## config.mk

```make
export PLATFORM = sky130hd
export DESIGN_NAME = regfile_io
export DESIGN_NICKNAME = d
export VERILOG_FILES = /design/src/rtl/regfile_io.sv
export SDC_FILE = /design/constraint.sdc
export NUM_CORES = 2
export LEC_CHECK = 0
export BUFFER_PORTS_ARGS = -buffer_cell sky130_fd_sc_hd__buf_2
export CORE_MARGIN = 3
export CORE_UTILIZATION = 60
export CTS_CLUSTER_SIZE = 20
export DETAILED_ROUTE_END_ITERATION = 6
export PLACE_DENSITY = 0.74
export RECOVER_POWER = 100
export SYNTH_ARGS = -nofsm -noshare
export SYNTH_HDL_FRONTEND = slang
export SYNTH_SLANG_ARGS = --single-unit
```

## constraint.sdc

```tcl
create_clock -name clk -period 3.1 [get_ports clk]
set_clock_uncertainty 0.05 [all_clocks]
set_input_delay 0.465 -clock clk [delete_from_list [all_inputs] [get_ports clk]]
set_output_delay 0.465 -clock clk [all_outputs]
set_load 0.03 [all_outputs]
```

## src/rtl/regfile_io.sv

```systemverilog
// Register file with read ports, a debug read port and a GPIO register at the top index.
// Define REGFILE_BYPASS_EN to forward same-cycle write data to r_data_1/r_data_2.
module regfile_io #(
   parameter int XLEN   = 32,
   parameter int AW     = 5,
   parameter int IO_W   = 8,
   parameter int SYNC_N = 2
) (
   input  logic            clk,
   input  logic            rst_n,
   input  logic [AW-1:0]   r_sel_1,
   input  logic [AW-1:0]   r_sel_2,
   output logic [XLEN-1:0] r_data_1,
   output logic [XLEN-1:0] r_data_2,
   input  logic            w_en,
   input  logic [AW-1:0]   w_sel,
   input  logic [XLEN-1:0] w_data,
   input  logic [AW-1:0]   dbg_reg_sel,
   output logic [XLEN-1:0] dbg_reg_data,
   input  logic [IO_W-1:0] io_in,
   output logic [IO_W-1:0] io_out,
   output logic            io_irq
);

   localparam int            NREG    = 2**AW;
   localparam logic [AW-1:0] R_IO    = AW'(NREG-1);
   localparam int            IN_LO   = IO_W;
   localparam int            EDGE_LO = 2*IO_W;
   localparam int            HI_LO   = 3*IO_W;

   // Bits written directly by software on an R_IO write: OUT plus the spare upper storage.
   // A shift by XLEN yields zero, so the upper term vanishes when the fields fill the word.
   localparam logic [XLEN-1:0] RW_MASK =
      ~((XLEN'(1) << HI_LO) - XLEN'(1)) | ((XLEN'(1) << IO_W) - XLEN'(1));

   if (3*IO_W > XLEN) begin : g_bad_io_w
      $error("regfile_io: 3*IO_W must not exceed XLEN");
   end
   if (SYNC_N < 2) begin : g_bad_sync_n
      $error("regfile_io: SYNC_N must be at least 2");
   end

   logic [XLEN-1:0] gpr_q [NREG];
   logic [XLEN-1:0] io_q, io_d;
   logic [IO_W-1:0] sync_q [SYNC_N];
   logic [IO_W-1:0] io_out_q;

   logic            gpr_we, io_we;
   logic [IO_W-1:0] in_new, in_cur, edge_cur, edge_set, edge_clr, edge_nxt;

   assign gpr_we = w_en && (w_sel != '0) && (w_sel != R_IO);
   assign io_we  = w_en && (w_sel == R_IO);

   function automatic logic [XLEN-1:0] rd_stored(input logic [AW-1:0] sel);
      logic [XLEN-1:0] v;
      if (sel == '0)
         v = '0;
      else if (sel == R_IO)
         v = io_q;
      else
         v = gpr_q[sel];
      return v;
   endfunction

   always_ff @(posedge clk or negedge rst_n) begin
      if (!rst_n) begin
         for (int i = 0; i < NREG; i++) gpr_q[i] <= '0;
      end else if (gpr_we) begin
         gpr_q[w_sel] <= w_data;
      end
   end

   always_ff @(posedge clk or negedge rst_n) begin
      if (!rst_n) begin
         for (int i = 0; i < SYNC_N; i++) sync_q[i] <= '0;
      end else begin
         sync_q[0] <= io_in;
         for (int i = 1; i < SYNC_N; i++) sync_q[i] <= sync_q[i-1];
      end
   end

   // A new rising edge on IN beats a simultaneous write-1-to-clear of the same flag.
   always_comb begin
      in_new   = sync_q[SYNC_N-1];
      in_cur   = io_q[IN_LO +: IO_W];
      edge_cur = io_q[EDGE_LO +: IO_W];
      edge_set = in_new & ~in_cur;
      edge_clr = io_we ? w_data[EDGE_LO +: IO_W] : '0;
      edge_nxt = (edge_cur & ~edge_clr) | edge_set;

      io_d = io_we ? ((io_q & ~RW_MASK) | (w_data & RW_MASK)) : io_q;
      io_d[IN_LO +: IO_W]   = in_new;
      io_d[EDGE_LO +: IO_W] = edge_nxt;
   end

   always_ff @(posedge clk or negedge rst_n) begin
      if (!rst_n) begin
         io_q     <= '0;
         io_out_q <= '0;
      end else begin
         io_q     <= io_d;
         io_out_q <= io_q[IO_W-1:0];
      end
   end

`ifdef REGFILE_BYPASS_EN
   // Only general registers forward; R_IO and the debug port always show stored state.
   assign r_data_1 = (gpr_we && (r_sel_1 == w_sel)) ? w_data : rd_stored(r_sel_1);
   assign r_data_2 = (gpr_we && (r_sel_2 == w_sel)) ? w_data : rd_stored(r_sel_2);
`else
   assign r_data_1 = rd_stored(r_sel_1);
   assign r_data_2 = rd_stored(r_sel_2);
`endif

   assign dbg_reg_data = rd_stored(dbg_reg_sel);
   assign io_out       = io_out_q;
   assign io_irq       = |io_q[EDGE_LO +: IO_W];

endmodule

```

==> summary.md <==
| Metric | Value |
|---|---|
| Post-synthesis mux area share | `0.453` |
| Busiest grt layer | `met2` |
| Final-report hold violation count | `0` |
| Total area of sequential cells | `0.0270 mm²` |
| GRT overflow | `0` |
| Non-Filler Instances | `about 6300` |
| Placed inst area | `0.0705 mm²` |
| Type of origin of the critical path | `register` |
| Min-delay worst type | `in2reg` |
| Xor/xnor share of the synthesized area | `0` |
| Multi-input gate area | `0.0357 mm²` |
| Final Cycle Share | `1.02` |
| Share of post-route cells with drive strength above 1 | `0.556` |
| Failing checks | `max-capacitance violations, max-slew violations, negative setup slack` |
| Cell-internal power | `31.9 mW` |
| Initial Utilization | `0.608` |
| Initial DRT Pass Iterations | `6` |
| Synth Area in Compound Gates | `0.0675` |
| IO Port Bufs | `roughly 170` |
| Die X | `334 µm` |
| IO Count | `168` |
| Hold_ws | `about 0.25 ns` |
| Largest net degree at the start of global routing | `116` |
| Synth area leaders | `dfrtp_1, mux4_2, mux2_2, mux2i_1, clkbuf_1` |
| Synth cell types | `49` |
| TritonCTS clock tree | `yes` |
| Sw Share | `0.300` |
| YS warnings | `0` |
| Met3 usage | `0.195` |
| Post-Synthesis Cells | `4474` |
| CTS buffer count | `114` |
| Worst-skew pair later-pin latency | `0.71 ns` |
| Cell Area, Synth | `0.0644 mm²` |
| Clk slew on worst S/H paths | `around 0.060 ns` |
| Syn Nets | `about 4500` |
| Vias in the first global route | `49500` |
| DR vias/cell | `7.82` |
| Worst-margin pin slew | `2.27 ns` |
| Place WS | `-0.191 ns` |
| Pwr dens | `~610 mW/mm²` |
| Initial antenna violation count | `21` |
| Post-synthesis adder-cell area fraction | `0` |
| Global Route Usage Sum | `0.444` |
| Pleak | `32.4 nW` |
| Worst Path Required | `2.58 ns` |
| Largest family of logic cells by synthesized area | `multiplexers` |
| CP Max Fanout | `4` |
| Die Y | `334 µm` |
| Top-area cell type share of the netlist area | `0.420` |
| Via count | `48900` |
| GP Congestion | `0.959` |
| ANT nets after route | `0` |
| Primary FF master, synth | `dfrtp_1` |
| PnR worst setup slack | `-0.0632 ns` |
| DRC Markers | `0` |
| Wire per inst | `39.5 µm` |
| Gate power share | `0.256` |
| Post-synth EDFFs | `0` |
| Register area share after synthesis | `0.420` |
| Critical Path AT | `2.65 ns` |
| F_max | `316 MHz` |
| Count leader, synth | `dfrtp_1` |
| GR Util met2 | `0.609` |
| Status | `complete, but fails checks` |
| RSZ-0062 raised after global routing | `true` |
| Die area | `0.111 mm²` |
| Deepest clock path buffer count | `3` |
| Post-Place Cells | `5970` |
| Clock network fraction of total power | `0.322` |
| Post-route core utilization | `0.709` |
| Core Rows | `119` |
| Cell area after layout | `between 0.07 and 0.08 mm²` |
| Biggest area consumer among synthesized cells | `dfrtp_1` |
| Commonest cells in the netlist | `dfrtp_1, mux2_2, mux4_2, mux2i_1, clkbuf_1` |
| MaxCap Viol Count | `23` |
| First-pass GRT wire length | `355000 µm` |
| GRT met1 Usage | `0.574` |
| H-tree levels | `3` |
| Area Overhead vs Synth | `16.6%` |
| CORE AREA | `0.106 mm²` |
| Tmin final | `about 3.2 ns` |
| Syn_area_per_cell | `approximately 14 µm²` |
| NetSw | `13.7 mW` |
| Sequential fraction of design power | `0.422` |
| Final net count | `4814` |
| Maximum vdd drop | `roughly 0.44 mV` |
| Async set-or-reset flop fraction in the synthesized netlist | `1.00` |
| Root buffer cell | `clkbuf_16` |
| Clock Sink Count | `between 1000 and 1500` |
| Slew margin rel. | `-0.514` |
| Yosys reg bits | `1080` |
| WS Path Type | `reg2out` |
| Final setup vio count | `12` |
| Starting DRC count in detailed routing | `6567` |
| Detailed placer's ending HPWL | `roughly 150000 µm` |
| Synth Area in Simple Gates | `0.0191` |
| # fillers | `6906` |
| Total Wirelength | `247000 µm` |
| CP Capture Type | `primary output` |
| Fin. max-slew vios | `640` |
[placed cells by master, fill, tap and decap left out, types with 65 or more instances in the layout]
cell       Yosys  layout
o221ai_1     103     103
clkbuf_16      0     117
buf_2        141      80
mux4_2       652     652
a21oi_1      111      95
clkbuf_2       0      65
buf_12         0     111
mux2_2      1008    1003
buf_4         43     360
a22o_1        93      84
a22oi_1       71      69
dfrtp_1     1080    1080
nand2_1       76      65
mux2i_1      301     301
[worst paths after layout]
check                      slack, ns  cells after the start        from            to
setup / recovery               -0.06                      4  gpr_q[284]  r_data_2[28]
hold / removal                  0.25                      4  w_data[21]      io_q[21]
setup reg to reg                1.89                      4  gpr_q[534]    gpr_q[534]
hold reg to reg                 0.30                      0  sync_q[12]     in_new[4]
max in group asynchronous       0.14                      5       rst_n    gpr_q[694]
min in group asynchronous       0.71                      2       rst_n    gpr_q[476]
[timing repair]
item | in CTS | in global routing
hold buffers | 9 | 0
hold endpoints to repair | 35 | 0
pin swaps | 39 | 47
setup endpoints to repair | 71 | 76
gates resized for setup | 163 | 88
buffers inserted | 39 | 23
[worst max-delay path, cell delays in order, from the launching register on]
cell and delay [ns]:
dfrtp_1 0.41, mux4_2 0.47, a211oi_1 0.57, a2111oi_2 0.25, buf_4 0.23
[cells by family after synthesis]
logic type | after synthesis
AO/OA/AOI/OAI | 591
multiplexers | 1970
buffers and inverters | 569
AND/OR/NAND/NOR | 264
flip-flops | 1080
[state kept, by name, summed over array words and instances (netlist names)]
name    count
in_new      8
sync_q      8
io_q       32
gpr_q    1024
io_out      8
[routing by layer]
layer	part of all wire	wire, µm
met1	0.34	82900
met2	0.41	101000
met4	0.085	21000
met5	0.00090	221
met3	0.17	41600
[layout make-up]
class                      instances  area share
multi-input combinational       2825       0.476
clock inverter                    47     0.00757
clock buffer                     166      0.0457
timing repair buffer             717      0.0869
inverter                          13    0.000650
sequential                      1080       0.360
tap                             1391      0.0232
antenna                           16    0.000533
[power by group through the flow]
stage,clock (mW),combinational [mW],sequential (mW)
3_5_place_dp,0,10.9,19.4
5_1_grt,15.3,12.2,19.6
4_1_cts,14.7,11.4,19.1
3_3_place_gp,0,10.7,19.1
2_1_floorplan,0,8.00,18.5
6_report,14.7,11.7,19.2
[through the flow]
stage               setup TNS [ns]  total power [mW]
floorplan                        0              26.5
global placement             -1.37              29.8
detailed placement           -1.45              30.3
CTS                         -0.251              45.2
global route                -0.598              47.1
finish                      -0.240              45.6
(Power assumes the default switching activity.)
